$ cat src/rtl/mode1_max_ctrl.sv
`default_nettype none
// ============================================================================
// Module   : mode1_max_ctrl
// Purpose  : Sequencer for the 4-lane FP16 max-reduction datapath (softmax
//            mode 1). Streams num_words packed words from the local buffer
//            into the max tree, feeding the running maximum back as the
//            tree's extra input, and returns the vector maximum.
// Ports    : clk, reset      - clock, synchronous active-high reset
//            start           - begin a reduction (sampled only in IDLE)
//            base_addr       - first word address, sampled with start
//            num_words       - word count, sampled with start
//            rd_en, rd_addr  - buffer read strobe / address
//            rd_data         - read data, valid one cycle after rd_en
//            max_inp0..3     - rd_data lanes 0..3 to the datapath
//            max_ex_inp      - running maximum to the datapath extra input
//            max_outp        - datapath result
//            busy, done      - status; done is a one-cycle pulse
//            max_result      - final maximum, held until next accepted start
// Revision : 1.0 - initial release
// ============================================================================
module mode1_max_ctrl #(
  parameter int DATAWIDTH = 16,
  parameter int ADDRWIDTH = 8
) (
  input  logic                   clk,
  input  logic                   reset,
  input  logic                   start,
  input  logic [ADDRWIDTH-1:0]   base_addr,
  input  logic [ADDRWIDTH:0]     num_words,
  output logic                   rd_en,
  output logic [ADDRWIDTH-1:0]   rd_addr,
  input  logic [4*DATAWIDTH-1:0] rd_data,
  output logic [DATAWIDTH-1:0]   max_inp0,
  output logic [DATAWIDTH-1:0]   max_inp1,
  output logic [DATAWIDTH-1:0]   max_inp2,
  output logic [DATAWIDTH-1:0]   max_inp3,
  output logic [DATAWIDTH-1:0]   max_ex_inp,
  input  logic [DATAWIDTH-1:0]   max_outp,
  output logic                   busy,
  output logic                   done,
  output logic [DATAWIDTH-1:0]   max_result
);

  // FP16 negative infinity: identity element of the max reduction.
  localparam logic [DATAWIDTH-1:0] NEG_INF = DATAWIDTH'(16'hFC00);

  typedef enum logic [1:0] {
    IDLE = 2'd0,
    READ = 2'd1,
    DONE = 2'd2
  } state_t;

  state_t               state;
  logic [ADDRWIDTH:0]   count;     // words to reduce in this run
  logic [ADDRWIDTH:0]   issued;    // reads issued so far, including current
  logic                 rd_valid;  // rd_data carries a requested word
  logic [DATAWIDTH-1:0] run_max;

  assign max_inp0   = rd_data[0*DATAWIDTH +: DATAWIDTH];
  assign max_inp1   = rd_data[1*DATAWIDTH +: DATAWIDTH];
  assign max_inp2   = rd_data[2*DATAWIDTH +: DATAWIDTH];
  assign max_inp3   = rd_data[3*DATAWIDTH +: DATAWIDTH];
  assign max_ex_inp = run_max;

  always_ff @(posedge clk) begin
    if (reset) begin
      state      <= IDLE;
      rd_en      <= 1'b0;
      rd_addr    <= '0;
      busy       <= 1'b0;
      done       <= 1'b0;
      max_result <= '0;
      run_max    <= NEG_INF;
      rd_valid   <= 1'b0;
      count      <= '0;
      issued     <= '0;
    end else begin
      rd_valid <= rd_en;
      done     <= 1'b0;
      // The datapath folds the current word into the running max
      // combinationally, so the register simply captures its output.
      if (rd_valid) begin
        run_max <= max_outp;
      end

      case (state)
        IDLE: begin
          if (start) begin
            run_max <= NEG_INF;
            busy    <= 1'b1;
            if (num_words == '0) begin
              state      <= DONE;
              done       <= 1'b1;
              max_result <= NEG_INF;
            end else begin
              state   <= READ;
              rd_en   <= 1'b1;
              rd_addr <= base_addr;  // rd_addr doubles as the latched base
              count   <= num_words;
              issued  <= {{ADDRWIDTH{1'b0}}, 1'b1};
            end
          end
        end

        READ: begin
          if (rd_en) begin
            if (issued == count) begin
              rd_en <= 1'b0;  // last word issued; one drain cycle follows
            end else begin
              rd_addr <= rd_addr + 1'b1;  // wraps modulo 2^ADDRWIDTH
              issued  <= issued + 1'b1;
            end
          end else begin
            // Drain cycle: the final word is in flight through the tree,
            // so take the result straight from the datapath output.
            state      <= DONE;
            done       <= 1'b1;
            max_result <= max_outp;
          end
        end

        DONE: begin
          busy  <= 1'b0;
          state <= IDLE;
        end

        default: begin
          state <= IDLE;
        end
      endcase
    end
  end

endmodule
`default_nettype wire
$ cat config.mk
export PLATFORM = sky130hd
export DESIGN_NAME = mode1_max_ctrl
export DESIGN_NICKNAME = d
export VERILOG_FILES = /design/src/rtl/mode1_max_ctrl.sv
export SDC_FILE = /design/constraint.sdc
export NUM_CORES = 1
export LEC_CHECK = 0
export ABC_CLOCK_PERIOD_IN_PS = 3050
export BUFFER_PORTS_ARGS = -buffer_cell sky130_fd_sc_hd__buf_4
export CAP_MARGIN = 20
export CORE_UTILIZATION = 43
export DETAILED_ROUTE_END_ITERATION = 7
export HOLD_SLACK_MARGIN = 0.15
export PLACE_DENSITY = 0.88
export SLEW_MARGIN = 25
export SYNTH_ARGS = -nofsm -noshare
export SYNTH_HDL_FRONTEND = slang
export SYNTH_SLANG_ARGS = --single-unit
export TNS_END_PERCENT = 50
$ cat constraint.sdc
create_clock -name clk -period 3.05 [get_ports clk]
set_input_delay 0.7625 -clock clk [delete_from_list [all_inputs] [get_ports clk]]
set_output_delay 0.7625 -clock clk [all_outputs]
set_load 0.05 [all_outputs]
# Word-level counts from Yosys, hierarchy flattened
# Cells that the tools add are included.
# Widths: inputs -> output; s select.
word_totals:
  out_inout_bits: 107
  elab_cells: 64
  regBits: 64
op_classes:
  n_bitwise: 1
  reduce_logical: 10
  add_sub_neg: 2
  mux: 32
  n_eq_ne: 9
op_table:
  columns: ["cell", "n"]
  rows:
  - ["$mux 16", 6]
  - ["$mux 9", 4]
  - ["$mux 8", 4]
  - ["$pmux 16 s2", 1]
  - ["$pmux 9 s2", 1]
  - ["$pmux 8 s2", 1]
  - ["$ne 2x2->1 const B", 6]
  - ["$add 9x1->9 const B", 1]
  - ["$eq 9x9->1", 1]
  - ["$logic_not 9->1", 1]
  - ["$add 8x1->8 const B", 1]
  - ["$mux 1", 8]
  - ["$mux 2", 3]
  - ["$pmux 1 s2", 3]
  - ["$reduce_and 3->1", 2]
  - ["$reduce_and 5->1", 1]
  - ["$pmux 2 s2", 1]
  - ["$reduce_and 2->1", 2]
  - ["$reduce_and 4->1", 1]
  - ["$reduce_bool 2->1", 2]
  - ["$eq 2x1->1 const B", 1]
  - ["$eq 2x2->1 const B", 1]
  - ["$logic_not 2->1", 1]
  - ["$not 1->1", 1]

# Depth between registers and ports, before layout
# Gate-level depths: netlist of run 1.
logic_depth:
  ltp_word: 4
  depth_mapped: 8

# Worst setup path after synthesis of run 1
# OpenSTA, ideal clock, no wires.
synth_path:
  kind: "input to register"
  startpoint: "input num_words[2]"
  endpoint: "register max_result[4]"
  setup_slack_ns: 1.041
  cell_stages: 7
  arrival_ns: 1.881
  n_path_buf: 2
  cell_sequence: "nor4_2 -> nand4_1 -> a21o_1 -> buf_2 -> buf_2 -> a21oi_1 -> nor2_1"
synth_between:
  elab_chain_cells: 3
synth_rtl:
  columns: ["element", "line_no", "rtl"]
  rows:
  - ["start, declared", "29", "input logic [ADDRWIDTH:0] num_words,"]
  - ["$logic_not 9->1", "91", "if (num_words == '0) begin"]
  - ["$ne 2x2->1 (no source line)", null, null]
  - ["$reduce_and 4->1 (no source line)", null, null]
  - ["end signal, assigned", "118", "max_result <= max_outp;"]
  - ["end, declared", "41", "output logic [DATAWIDTH-1:0] max_result"]
# No other way between the ends.
# A chain may end at the register's enable or synchronous reset.

# Final worst setup path of run 1
layout_path:
  startpoint: "register state[0]"
  endpoint: "register issued[4]"
layout_between:
  elab_chain_cells: 3
layout_rtl:
  columns: ["element", "line_no", "rtl"]
  rows:
  - ["start, declared", "53", "state_t state;"]
  - ["start signal, assigned", "67", "state <= IDLE;"]
  - ["start signal, assigned", "92", "state <= DONE;"]
  - ["start signal, assigned", "96", "state <= READ;"]
  - ["$eq 2x1->1 or $logic_not 2->1 (tied branches)", "86", "case (state)"]
  - ["$ne 2x2->1 (no source line) or $reduce_bool 2->1 (tied branches)", null, null]
  - ["$reduce_and 5->1 (no source line)", null, null]
  - ["end signal, assigned", "100", "issued <= {{ADDRWIDTH{1'b0}}, 1'b1};"]
  - ["end signal, assigned", "111", "issued <= issued + 1'b1;"]
  - ["end, declared", "55", "logic [ADDRWIDTH:0] issued;"]
# Several ways; a longest one is shown, not always the timed one.

==> Implementation_results.wiki, run 1 <==
{| class="wikitable"
! Metric !! Value
|-
| Sink Count || between 60 and 70
|-
| Detailed-route wire length per cell || 16.2 um
|-
| Via count of the routed design || between 2k and 3k
|-
| Gp weighted congestion || 0.865
|-
| Critical path class || reg -> reg
|-
| Pin slew with the least headroom to its limit || roughly 0.94 ns
|-
| DRT iter0 DRCs || roughly 220
|-
| Full die area || 8110 um2
|-
| Max cap viols || 0
|-
| Antenna-violating nets left || 0
|-
| Number of port buffers || between 70 and 80
|-
| CTS buffer count || 9
|-
| Fraction of synthesis flops using an asynchronous set or reset pin || 0%
|-
| Class of the most critical hold timing path || reg -> reg
|-
| Antenna cell count || 0
|-
| Cell count after synthesis || 380
|-
| Top cell types by occurrence after synthesis || sky130_fd_sc_hd__buf_4, sky130_fd_sc_hd__dfxtp_1, sky130_fd_sc_hd__nor2_1, sky130_fd_sc_hd__mux2i_1, sky130_fd_sc_hd__nor3_1
|-
| Leakage power of the design || 0.00150 uW
|-
| Syn nets || 482
|-
| Fill cell total of the finished layout || 726
|-
| Width of the die || 90.1 um
|-
| Total I/O pin count || just over 200
|-
| Final setup violation count || 0
|-
| Worst ir drop on vdd || slightly above 0.4 mV
|-
| Relative contribution of sequential cells to total power || 46.8%
|-
| Cell Pwr Density || between 500 and 600 nW/um2
|-
| Tot GR Track Use || between 10% and 20%
|-
| Global-route wire length before repair || about 13000 um
|-
| Number of hold-repair buffers added at the cts stage || 0
|-
| CTS Root Buffer Type || sky130_fd_sc_hd__clkbuf_8
|-
| Number of enable flip-flop cells after synthesis || 0
|-
| Final worst path period share || roughly 77%
|-
| GRT overflow || 0
|-
| Syn-to-layout area delta || 9.68%
|-
| Synthesis Warnings || 0
|-
| Post-cts sizing count || 0
|-
| Library cell with the largest summed area after synthesis || sky130_fd_sc_hd__dfxtp_1
|-
| Dpl hpwl || around 5600 um
|-
| Final max-slew violation count || 0
|-
| Biggest area contributors in the synthesized netlist || sky130_fd_sc_hd__dfxtp_1, sky130_fd_sc_hd__buf_4, sky130_fd_sc_hd__mux2i_1
|-
| Mean area per synthesized cell || around 9 um2
|-
| Initial core utilization || a little under half
|-
| Outcome || finished clean
|-
| Post-detailed-route via-to-cell ratio || around 5.5
|-
| Post-Route Skew || approximately 0.013 ns
|-
| Max H-tree Level || 3
|-
| Most frequent cell after synthesis || sky130_fd_sc_hd__buf_4
|-
| Share of synthesized area occupied by flip-flops and latches || between 30 and 40%
|-
| Achievable Freq || between 0.4 and 0.5 GHz
|-
| Post-CTS setup-driven buffer insertion count || 0
|-
| Deepest clock path buffer count || 2
|-
| Type of element capturing the critical path || flip-flop
|-
| Library cells used by synthesis || between 40 and 50
|-
| Pin count of the biggest net entering global routing || 45
|-
| Design Area, Final || 3660 um2
|-
| Final hold viol count || 0
|-
| Number of global-route vias before repair || 2720
|-
| Portion of total power attributed to the clock network || 32.8%
|-
| Placed Instance Area || approximately 3500 um2
|-
| Critical path data required time || ~3.3 ns
|-
| Cell-internal power || around 1300 uW
|-
| Share of the synthesized area in the top cell type || approximately two fifths
|-
| Largest fanout of any net on the critical path || 23
|-
| Post-synthesis sequential element count || 64
|-
| DR DRC count || 0
|-
| Max transition margin || a little under two fifths
|-
| Post-CTS clock slew at the launch and capture registers of the worst setup and hold paths || 0.08 ns
|-
| Synthesized area || between 3000 and 4000 um2
|-
| Drt pass-1 iters || 4
|-
| Number of nets in the layout || 488
|-
| Endpoint arrival time on the critical path || around 2.6 ns
|-
| Antenna violations before repair || 0
|-
| Vertical die dimension || between 90 and 100 um
|-
| Finished Core Util || between 40% and 50%
|-
| Worst-Skew Late Latency || 0.34 ns
|-
| Sum of negative setup slack || 0 ns
|-
| Min Clock Period, post-route || ~2.3 ns
|-
| Unrepaired setup endpoints after global routing || no
|-
| Main flop type after synthesis || sky130_fd_sc_hd__dfxtp_1
|-
| CTS tree || yes
|-
| Comb pwr share || between 20 and 25%
|-
| Detailed Route WL || 7930 um
|-
| Startpoint class of the critical path || flip-flop
|-
| Net switching power || roughly 650 uW
|-
| Ratio of cells with drive above 1 in the final layout || between 20% and 30%
|-
| Row count || 31
|-
| Switching share of power || about a third
|-
| Placeable Area || roughly 7400 um2
|}
==> state kept, by name (all words and copies together) (netlist names) <==
signal and cells:
issued 9, max_result 16, max_ex_inp 16, rd_en 1
busy 1, rd_valid 1, rd_addr 8, state 2
done 1, count 9
==> cell families after synthesis <==
kind of cell             share of synthesized area, %
flip-flops                                       38.4
AO/OA/AOI/OAI                                    11.7
XOR/XNOR                                         2.36
multiplexers                                     8.44
adder cells (fa/ha/maj)                         0.750
AND/OR/NAND/NOR                                  19.8
buffers and inverters                            18.5
==> per-stage QoR <==
step,total power (uW),setup WS [ns],hold slack (ns),instances
floorplan,1450,1.04,0.454,380
finish,1990,0.703,0.485,490
global placement,1350,0.721,0.459,474
CTS,2010,0.720,0.488,490
global route,2080,0.519,0.516,490
detailed placement,1360,0.668,0.471,474
==> final timing paths <==
path / start / endpoint / slack (ns) / depth (start not counted)
hold / removal: max_ex_inp[15]$_SDFF_PP1_ / max_ex_inp[15]$_SDFF_PP1_ / 0.49 / 2
setup reg to reg: state[0]$_SDFFE_PP0P_ / issued[4]$_SDFFE_PP0P_ / 0.70 / 5
setup / recovery: state[0]$_SDFFE_PP0P_ / issued[4]$_SDFFE_PP0P_ / 0.70 / 5
hold reg to reg: max_ex_inp[15]$_SDFF_PP1_ / max_ex_inp[15]$_SDFF_PP1_ / 0.49 / 2
==> power by group through the flow <==
| stage | Clock [uW] | Sequential [uW] | Combinational [uW] |
|---|---|---|---|
| after global routing | 705 | 938 | 437 |
| after global placement | 0 | 948 | 399 |
| after detailed placement | 0 | 951 | 407 |
| final | 654 | 932 | 408 |
| after floorplan | 0 | 1040 | 407 |
| after CTS | 672 | 932 | 409 |
==> metal layers <==
| metal | wire length [um] | track usage (%) | vias to the layer above | part of all wire (%) |
|---|---|---|---|---|
| li1 | - | - | 1281 | - |
| met1 | 3150 | 21.8 | 1265 | 40 |
| met2 | 4020 | 34.0 | 111 | 51 |
| met3 | 570 | 6.01 | 30 | 7.2 |
| met4 | 187 | 9.14 | 0 | 2.4 |
| met5 | 0 | 0 | - | 0 |
==> layout by cell type (no fill, tap or decap), drive strengths merged, types with 2 or more instances in the layout <==
master     n
a211oi     6
a21oi     20
a31oi      4
and2       3
and3       5
buf       82
clkbuf    10
clkinvlp   4
dfxtp     64
ha         2
inv        6
mux2i     27
nand2     13
nand2b     4
nand3     11
nor2      48
nor2b      2
nor3      22
nor3b      3
nor4       3
nor4b     10
o211ai     2
o21ai      3
o311ai     5
o31ai      7
o32ai      5
or3        2
xor2       9
==> cell type report <==
cell class / instances / area (um2) / share of cell area [%]
multi-input cells: 224 / 1440 / 39.3
flip-flops and latches: 64 / 1280 / 35.0
repair buffers: 82 / 616 / 16.8
clock buffers: 10 / 138 / 3.76
well taps: 99 / 124 / 3.39
clock inverters: 6 / 43.8 / 1.20
inverters: 5 / 18.8 / 0.513
==> worst max-delay path, cell delays in order, from the launching register on <==
cell	delay, ns
sky130_fd_sc_hd__dfxtp_1	0.56
sky130_fd_sc_hd__nand2b_2	0.36
sky130_fd_sc_hd__nor4_2	0.42
sky130_fd_sc_hd__a31o_2	0.45
sky130_fd_sc_hd__nor3b_1	0.12
sky130_fd_sc_hd__mux2_2	0.30
(Power assumes the default switching activity.)
==> run 2, diff against run 1 <==
- ABC_AREA: not set -> 1
- ABC_CLOCK_PERIOD_IN_PS: 3050 -> 2100
- CORE_UTILIZATION: 43 -> 40
- PLACE_DENSITY: 0.88 -> 0.85
- clock period: 3.05 -> 2.1 ns (I/O delays scaled with it)
==> run 2 against run 1 <==
Clock-buffer cell count is 2 higher. Clock power is 65% higher. Final area is 6.0% higher. Flip-flop and latch count stayed put. Area after synthesis is 5.6% higher. Via count is 17% higher.
==> Implementation_results.wiki, run 2 <==
{| class="wikitable"
! Metric !! Value
|-
| Unrepaired setup endpoints after global routing || no (unchanged)
|-
| Max transition margin || 52.0% (was 37.4%)
|-
| DR DRC count || 0 (unchanged)
|-
| Syn-to-layout area delta || 10.1% (was 9.68%)
|-
| Post-detailed-route via-to-cell ratio || 5.06 (was 5.48)
|-
| Worst ir drop on vdd || 0.410 mV (about the same)
|-
| Detailed Route WL || 8470 um (was 7930 um)
|-
| Achievable Freq || 0.537 GHz (was 0.426 GHz)
|-
| Vertical die dimension || 95.8 um (was 90.1 um)
|-
| Via count of the routed design || 3133 (was 2687)
|-
| Final setup violation count || 0 (unchanged)
|-
| Deepest clock path buffer count || 2 (unchanged)
|-
| Critical path class || reg -> reg (unchanged)
|-
| Final hold viol count || 0 (unchanged)
|-
| Top delay family on crit path || simple AND/OR/NAND/NOR gates (unchanged)
|-
| Worst-Skew Late Latency || 0.33 ns (was 0.34 ns)
|-
| Sum of negative setup slack || 0 ns (unchanged)
|-
| Leading cell type in the layout, fill and taps excluded || sky130_fd_sc_hd__nand2_1 (was sky130_fd_sc_hd__buf_4)
|-
| Final worst path period share || 88.8% (was 76.9%)
|-
| DRT iter0 DRCs || 241 (was 215)
|-
| Synthesis Warnings || 0 (unchanged)
|-
| Number of port buffers || 78 (unchanged)
|-
| Number of buffer and inverter stages on the critical path || 1 (was 0)
|-
| Gp weighted congestion || 0.899 (was 0.865)
|-
| Ratio of cells with drive above 1 in the final layout || 23.9% (was 27.6%)
|-
| Post-CTS setup-driven buffer insertion count || 0 (unchanged)
|-
| Pin slew with the least headroom to its limit || 0.720 ns (was 0.937 ns)
|-
| Startpoint class of the critical path || flip-flop (unchanged)
|-
| Pin count of the biggest net entering global routing || 24 (was 45)
|-
| Share of the synthesized area in the top cell type || 36.4% (was 38.4%)
|-
| Number of nets in the layout || 612 (was 488)
|-
| Tot GR Track Use || 19.0% (was 19.6%)
|-
| Worst Hold Margin || 0.416 ns (was 0.485 ns)
|-
| Internal reg-to-reg setup slack || 0.24 ns (was 0.70 ns)
|-
| Share of synthesized area occupied by flip-flops and latches || 36.4% (was 38.4%)
|-
| Library cell appearing most often on the critical path || sky130_fd_sc_hd__nor2_1
|-
| Sink Count || 64 (unchanged)
|-
| Number of global-route vias before repair || 3041 (was 2720)
|-
| Post-synthesis sequential element count || 64 (unchanged)
|-
| Drt pass-1 iters || 5 (was 4)
|-
| Most frequent cell after synthesis || sky130_fd_sc_hd__nand2_1 (was sky130_fd_sc_hd__buf_4)
|-
| Post-cts sizing count || 0 (unchanged)
|-
| Leakage power of the design || 0.00173 uW (was 0.00150 uW)
|-
| Width of the die || 95.8 um (was 90.1 um)
|-
| CTS buffer count || 9 (unchanged)
|-
| Min Clock Period, post-route || 1.86 ns (was 2.35 ns)
|-
| Antenna-violating nets left || 0 (unchanged)
|-
| Detailed-route wire length per cell || 13.7 um (was 16.2 um)
|-
| Biggest area contributors in the synthesized netlist || sky130_fd_sc_hd__dfxtp_1, sky130_fd_sc_hd__buf_4, sky130_fd_sc_hd__nand2_1 (was sky130_fd_sc_hd__dfxtp_1, sky130_fd_sc_hd__buf_4, sky130_fd_sc_hd__mux2i_1)
|-
| Cell count after synthesis || 498 (was 380)
|-
| Endpoint arrival time on the critical path || 2.09 ns (was 2.57 ns)
|-
| Final max-slew violation count || 0 (unchanged)
|-
| CTS Root Buffer Type || sky130_fd_sc_hd__clkbuf_8 (unchanged)
|-
| Most used cells in the layout excluding fill and tap cells || sky130_fd_sc_hd__nand2_1, sky130_fd_sc_hd__buf_4, sky130_fd_sc_hd__dfxtp_1 (was sky130_fd_sc_hd__buf_4, sky130_fd_sc_hd__dfxtp_1, sky130_fd_sc_hd__nor2_1)
|-
| Total I/O pin count || 207 (unchanged)
|-
| Post-CTS clock slew at the launch and capture registers of the worst setup and hold paths || 0.07 ns (was 0.08 ns)
|-
| Pwr Total || 3100 uW (was 1990 uW)
|-
| Max cap viols || 0 (unchanged)
|-
| Type of element capturing the critical path || flip-flop (unchanged)
|-
| Antenna cell count || 0 (unchanged)
|-
| Top cell types by occurrence after synthesis || sky130_fd_sc_hd__nand2_1, sky130_fd_sc_hd__buf_4, sky130_fd_sc_hd__dfxtp_1, sky130_fd_sc_hd__nor2_1, sky130_fd_sc_hd__nand3_1 (was sky130_fd_sc_hd__buf_4, sky130_fd_sc_hd__dfxtp_1, sky130_fd_sc_hd__nor2_1, sky130_fd_sc_hd__mux2i_1, sky130_fd_sc_hd__nor3_1)
|-
| Syn nets || 600 (was 482)
|-
| Row count || 33 (was 31)
|-
| Initial core utilization || 42.0% (was 45.2%)
|-
| Fraction of synthesis flops using an asynchronous set or reset pin || 0% (unchanged)
|-
| Full die area || 9180 um2 (was 8110 um2)
|-
| CTS tree || yes (unchanged)
|-
| Number of enable flip-flop cells after synthesis || 0 (unchanged)
|-
| Dpl hpwl || 6280 um (was 5570 um)
|-
| Main flop type after synthesis || sky130_fd_sc_hd__dfxtp_1 (unchanged)
|-
| Critical path data required time || 2.33 ns (was 3.27 ns)
|-
| Largest fanout of any net on the critical path || 20 (was 23)
|-
| Library cells used by synthesis || 31 (was 45)
|-
| Cell Pwr Density || 800 nW/um2 (was 545 nW/um2)
|-
| Largest stage delay on the critical path || 0.38 ns (was 0.56 ns)
|-
| Fill cell total of the finished layout || 796 (was 726)
|-
| Post-Route Skew || 0.0101 ns (was 0.0127 ns)
|-
| Synthesized area || 3520 um2 (was 3330 um2)
|-
| Cell type of the slowest stage on the worst timing path || sky130_fd_sc_hd__dfxtp_1 (unchanged)
|-
| Class of the most critical hold timing path || in -> reg (was reg -> reg)
|-
| Worst path cell trace || nand2_2 > nor2_1 > nand2_1 > nor2_1 > nand3_2 > nand2_8 > inv_4 > nor2_2 > nor2_1 (was nand2b_2 > nor4_2 > a31o_2 > nor3b_1 > mux2_2)
|-
| Max H-tree Level || 3 (unchanged)
|-
| Antenna violations before repair || 0 (unchanged)
|-
| Library cell with the largest summed area after synthesis || sky130_fd_sc_hd__dfxtp_1 (unchanged)
|-
| Placeable Area || 8380 um2 (was 7370 um2)
|-
| Global-route wire length before repair || 13700 um (was 12900 um)
|-
| GRT overflow || 0 (unchanged)
|-
| Number of hold-repair buffers added at the cts stage || 0 (unchanged)
|-
| Outcome || finished clean (unchanged)
|-
| Mean area per synthesized cell || 7.07 um2 (was 8.77 um2)
|}
-- run 2: cell types whose count changed in the layout (fill, tap and decap cells not counted), moves of 6 or more --
cell,previous run,this run
sky130_fd_sc_hd__o21ai_0,2,12
sky130_fd_sc_hd__o31ai_1,6,0
sky130_fd_sc_hd__nor3_1,22,1
sky130_fd_sc_hd__a21oi_1,20,34
sky130_fd_sc_hd__nand2_2,0,6
sky130_fd_sc_hd__xor2_1,9,0
sky130_fd_sc_hd__a211oi_1,6,0
sky130_fd_sc_hd__nor4b_1,10,0
sky130_fd_sc_hd__nand3_1,11,42
sky130_fd_sc_hd__mux2i_1,27,0
sky130_fd_sc_hd__inv_1,5,36
sky130_fd_sc_hd__nand2_1,13,128
-- run 2: logic make-up after synthesis --
group | count (synthesis) | synth area share (%)
and+or+nand+nor | 246 | 30.8
buffers and inverters | 124 | 21.8
DFF | 64 | 36.4
AOI/OAI and AO/OA | 58 | 9.24
xor gates and xnor gates | 4 | 0.995
adders and majority gates | 2 | 0.711
-- run 2: power breakdown --
| group | switching [uW] | total, uW | internal, uW |
|---|---|---|---|
| sequential | 71.9 | 1360 | 1290 |
| clock | 447 | 1080 | 635 |
| combinational | 439 | 657 | 218 |
-- run 2: routing by layer --
layer / global-route usage [%] / wire length [um] / vias to the layer above
met5: 0 / 0 / -
met4: 9.45 / 241 / 0
met3: 6.00 / 707 / 29
met2: 34.4 / 4320 / 161
met1: 19.6 / 3200 / 1414
li1: - / - / 1529
-- run 2: final cells by class --
class,instances,area [um2],share of cell area [%]
repair buffers,84,631,16.3
multi-input cells,310,1470,37.9
clock buffers,12,165,4.26
clock inverters,3,40.0,1.03
flip-flops and latches,64,1280,33.1
well taps,105,131,3.39
inverters,41,156,4.04
-- run 2: worst paths after layout --
path                                endpoint                        from  cells past startpoint
hold reg to reg   max_result[1]$_SDFFE_PP0P_  max_result[1]$_SDFFE_PP0P_                      2
setup reg to reg     rd_addr[6]$_SDFFE_PP0P_       state[0]$_SDFFE_PP0P_                      9
setup / recovery     rd_addr[6]$_SDFFE_PP0P_       state[0]$_SDFFE_PP0P_                      9
hold / removal     max_ex_inp[13]$_SDFF_PP1_                max_outp[13]                      3
-- run 2: through the flow --
step | std cells | setup WS (ns) | area, um2 | utilization, %
floorplan | 498 | 0.482 | 3520 | -
global route | 619 | 0.0929 | 3870 | 46.2
global placement | 604 | 0.269 | 3670 | 43.8
finish | 619 | 0.236 | 3870 | 46.2
detailed placement | 604 | 0.199 | 3670 | 43.8
CTS | 619 | 0.254 | 3870 | 46.2
-- run 2: worst min-delay path: stages --
cell and delay (ns):
sky130_fd_sc_hd__buf_4 0.08, sky130_fd_sc_hd__nand2_1 0.04, sky130_fd_sc_hd__nand3_1 0.06
==> run 3, diff against run 2 <==
- ABC_CLOCK_PERIOD_IN_PS: 2100 -> 1980
- BUFFER_PORTS_ARGS: -buffer_cell sky130_fd_sc_hd__buf_4 -> -buffer_cell sky130_fd_sc_hd__buf_2
- CORE_UTILIZATION: 40 -> 43
- PLACE_DENSITY: 0.85 -> 0.87
- clock period: 2.1 -> 1.98 ns (I/O delays scaled with it)
==> run 3 against run 2 <==
Power up 8.8%. Clock skew down 0.0013 ns. First-iteration DRC count down 0.41%. Utilization up 1.2 points. Flip-flop and latch count unchanged. Via count up 2.0%. Critical path depth unchanged. Register-to-register slack worse by 0.07 ns. Sequential power up 6%. Setup slack worse by 0.070 ns. Non-clock buffer count up 1. Fmax up 2.8%. Critical path type unchanged. Largest cell class unchanged. Largest power group unchanged.
==> Implementation_results.wiki, run 3 (synthesis results as in run 2) <==
{| class="wikitable"
! Metric !! Value
|-
| Full die area || 8550 um2 (was 9180 um2)
|-
| Initial core utilization || 45.1% (was 42.0%)
|-
| Min Clock Period, post-route || 1.81 ns (was 1.86 ns)
|-
| Sum of negative setup slack || 0 ns (unchanged)
|-
| Number of nets in the layout || 613 (was 612)
|-
| Global-route wire length before repair || 14000 um (was 13700 um)
|-
| Number of port buffers || 78 (unchanged)
|-
| Detailed Route WL || 8490 um (was 8470 um)
|-
| Detailed-route wire length per cell || 13.7 um (about the same)
|-
| Final worst path period share || 91.6% (was 88.8%)
|-
| Deepest clock path buffer count || 2 (unchanged)
|-
| Area taken by flip-flops and latches || 1280 um2 (unchanged)
|-
| Post-detailed-route via-to-cell ratio || 5.17 (was 5.06)
|-
| Max cap viols || 0 (unchanged)
|-
| Post-cts sizing count || 0 (unchanged)
|-
| Ratio of cells with drive above 1 in the final layout || 24.2% (was 23.9%)
|-
| Antenna cell count || 0 (unchanged)
|-
| Post-Route Skew || 0.00885 ns (was 0.0101 ns)
|-
| Worst-Skew Late Latency || 0.35 ns (was 0.33 ns)
|-
| Tot GR Track Use || 20.6% (was 19.0%)
|-
| Vertical die dimension || 92.5 um (was 95.8 um)
|-
| Number of hold-repair buffers added at the cts stage || 0 (unchanged)
|-
| GRT overflow || 0 (unchanged)
|-
| Cell Pwr Density || 910 nW/um2 (was 800 nW/um2)
|-
| DRT iter0 DRCs || 240 (was 241)
|-
| Fill cell total of the finished layout || 748 (was 796)
|-
| Number of global-route vias before repair || 3204 (was 3041)
|-
| Critical path data required time || 2.22 ns (was 2.33 ns)
|-
| Most used cells in the layout excluding fill and tap cells || sky130_fd_sc_hd__nand2_1, sky130_fd_sc_hd__buf_2, sky130_fd_sc_hd__dfxtp_1 (was sky130_fd_sc_hd__nand2_1, sky130_fd_sc_hd__buf_4, sky130_fd_sc_hd__dfxtp_1)
|-
| Startpoint class of the critical path || flip-flop (unchanged)
|-
| Max H-tree Level || 3 (unchanged)
|-
| Antenna violations before repair || 0 (unchanged)
|-
| Post-CTS setup-driven buffer insertion count || 0 (unchanged)
|-
| Syn-to-layout area delta || 5.26% (was 10.1%)
|-
| Final hold viol count || 0 (unchanged)
|-
| Drt pass-1 iters || 6 (was 5)
|-
| Final setup violation count || 0 (unchanged)
|-
| CTS tree || yes (unchanged)
|-
| Pin slew with the least headroom to its limit || 0.727 ns (was 0.720 ns)
|-
| Placeable Area || 7810 um2 (was 8380 um2)
|-
| Worst ir drop on vdd || 0.680 mV (was 0.410 mV)
|-
| Leakage power of the design || 0.00170 uW (was 0.00173 uW)
|-
| Leading cell type in the layout, fill and taps excluded || sky130_fd_sc_hd__nand2_1 (unchanged)
|-
| Outcome || finished clean (unchanged)
|-
| Unrepaired setup endpoints after global routing || no (unchanged)
|-
| Row count || 32 (was 33)
|-
| Via count of the routed design || 3197 (was 3133)
|-
| Pin count of the biggest net entering global routing || 22 (was 24)
|-
| Total I/O pin count || 207 (unchanged)
|-
| Sink Count || 64 (unchanged)
|-
| Type of element capturing the critical path || flip-flop (unchanged)
|-
| Width of the die || 92.5 um (was 95.8 um)
|-
| CTS buffer count || 9 (unchanged)
|-
| Footprint of the multi-input gates || 1470 um2 (unchanged)
|-
| Class of the most critical hold timing path || in -> reg (unchanged)
|-
| Critical path class || reg -> reg (unchanged)
|-
| Max transition margin || 51.5% (was 52.0%)
|-
| Final max-slew violation count || 0 (unchanged)
|-
| Gp weighted congestion || 0.844 (was 0.899)
|-
| Endpoint arrival time on the critical path || 2.05 ns (was 2.09 ns)
|-
| Largest fanout of any net on the critical path || 20 (unchanged)
|-
| Dpl hpwl || 6170 um (was 6280 um)
|-
| Finished Core Util || 47.5% (was 46.2%)
|-
| Achievable Freq || 0.551 GHz (was 0.537 GHz)
|-
| CTS Root Buffer Type || sky130_fd_sc_hd__clkbuf_8 (unchanged)
|-
| DR DRC count || 0 (unchanged)
|-
| Antenna-violating nets left || 0 (unchanged)
|-
| Post-CTS clock slew at the launch and capture registers of the worst setup and hold paths || 0.07 ns (about the same)
|}
==> run 3: cell count changes in the layout (fill, tap and decap cells not counted), sizes merged <==
| cell | previous run | this run |
|---|---|---|
| buf | 84 | 85 |
| clkbuf | 12 | 9 |
| bufinv | 1 | 2 |
| clkinvlp | 0 | 1 |
| inv | 39 | 41 |
==> run 3: worst paths after layout <==
check,cells after the start,end,slack (ns),startpoint
max,9,issued[0]$_SDFFE_PP0P_,0.17,state[0]$_SDFFE_PP0P_
min,3,max_ex_inp[14]$_SDFF_PP1_,0.38,max_outp[14]
max reg2reg,9,issued[0]$_SDFFE_PP0P_,0.17,state[0]$_SDFFE_PP0P_
min reg2reg,2,max_ex_inp[3]$_SDFF_PP0_,0.46,max_ex_inp[3]$_SDFF_PP0_
==> run 3: layout make-up <==
type                    instances  share of cell area [%]
inverters                      41                    4.22
well taps                     102                    3.44
flip-flops and latches         64                    34.6
multi-input cells             310                    39.7
clock inverters                 7                    2.77
repair buffers                 85                    12.0
clock buffers                   9                    3.34
==> run 3: report_power, final <==
part           leakage (uW)  total, uW  internal (uW)  switching (uW)
logic               0.00106        656            187             469
clock network      0.000110       1280            721             557
registers          0.000523       1440           1360            73.2
total               0.00170       3370           2270            1100
==> run 3: per-layer routing <==
metal	GRT usage [%]	vias to the layer above	wire length [um]
met1	21.0	1474	3150
li1	-	1533	-
met4	15.1	0	364
met2	35.7	150	4230
met5	0	-	0
met3	5.75	40	742
==> run 3: critical path, cell delays in order (launching register included) <==
cell                      delay, ns
sky130_fd_sc_hd__dfxtp_1       0.39
sky130_fd_sc_hd__nand2_2       0.18
sky130_fd_sc_hd__nor2_1        0.15
sky130_fd_sc_hd__nand2_1       0.06
sky130_fd_sc_hd__nor2_1        0.12
sky130_fd_sc_hd__nand3_2       0.31
sky130_fd_sc_hd__nand2_8       0.28
sky130_fd_sc_hd__inv_4         0.08
sky130_fd_sc_hd__nor2_2        0.08
sky130_fd_sc_hd__nor2_1        0.05
==> run 3: through the flow <==
stage                     hold slack [ns]  instances  instance area [um2]  total power, uW  worst slack, ns
final                               0.380        618                 3700             3370            0.166
after global routing                0.380        618                 3700             3520           0.0365
after CTS                           0.367        618                 3700             3380            0.188
after detailed placement            0.452        602                 3480             2120            0.122
after global placement              0.447        602                 3480             2090            0.164
after floorplan                     0.443        498                 3520             2310            0.381
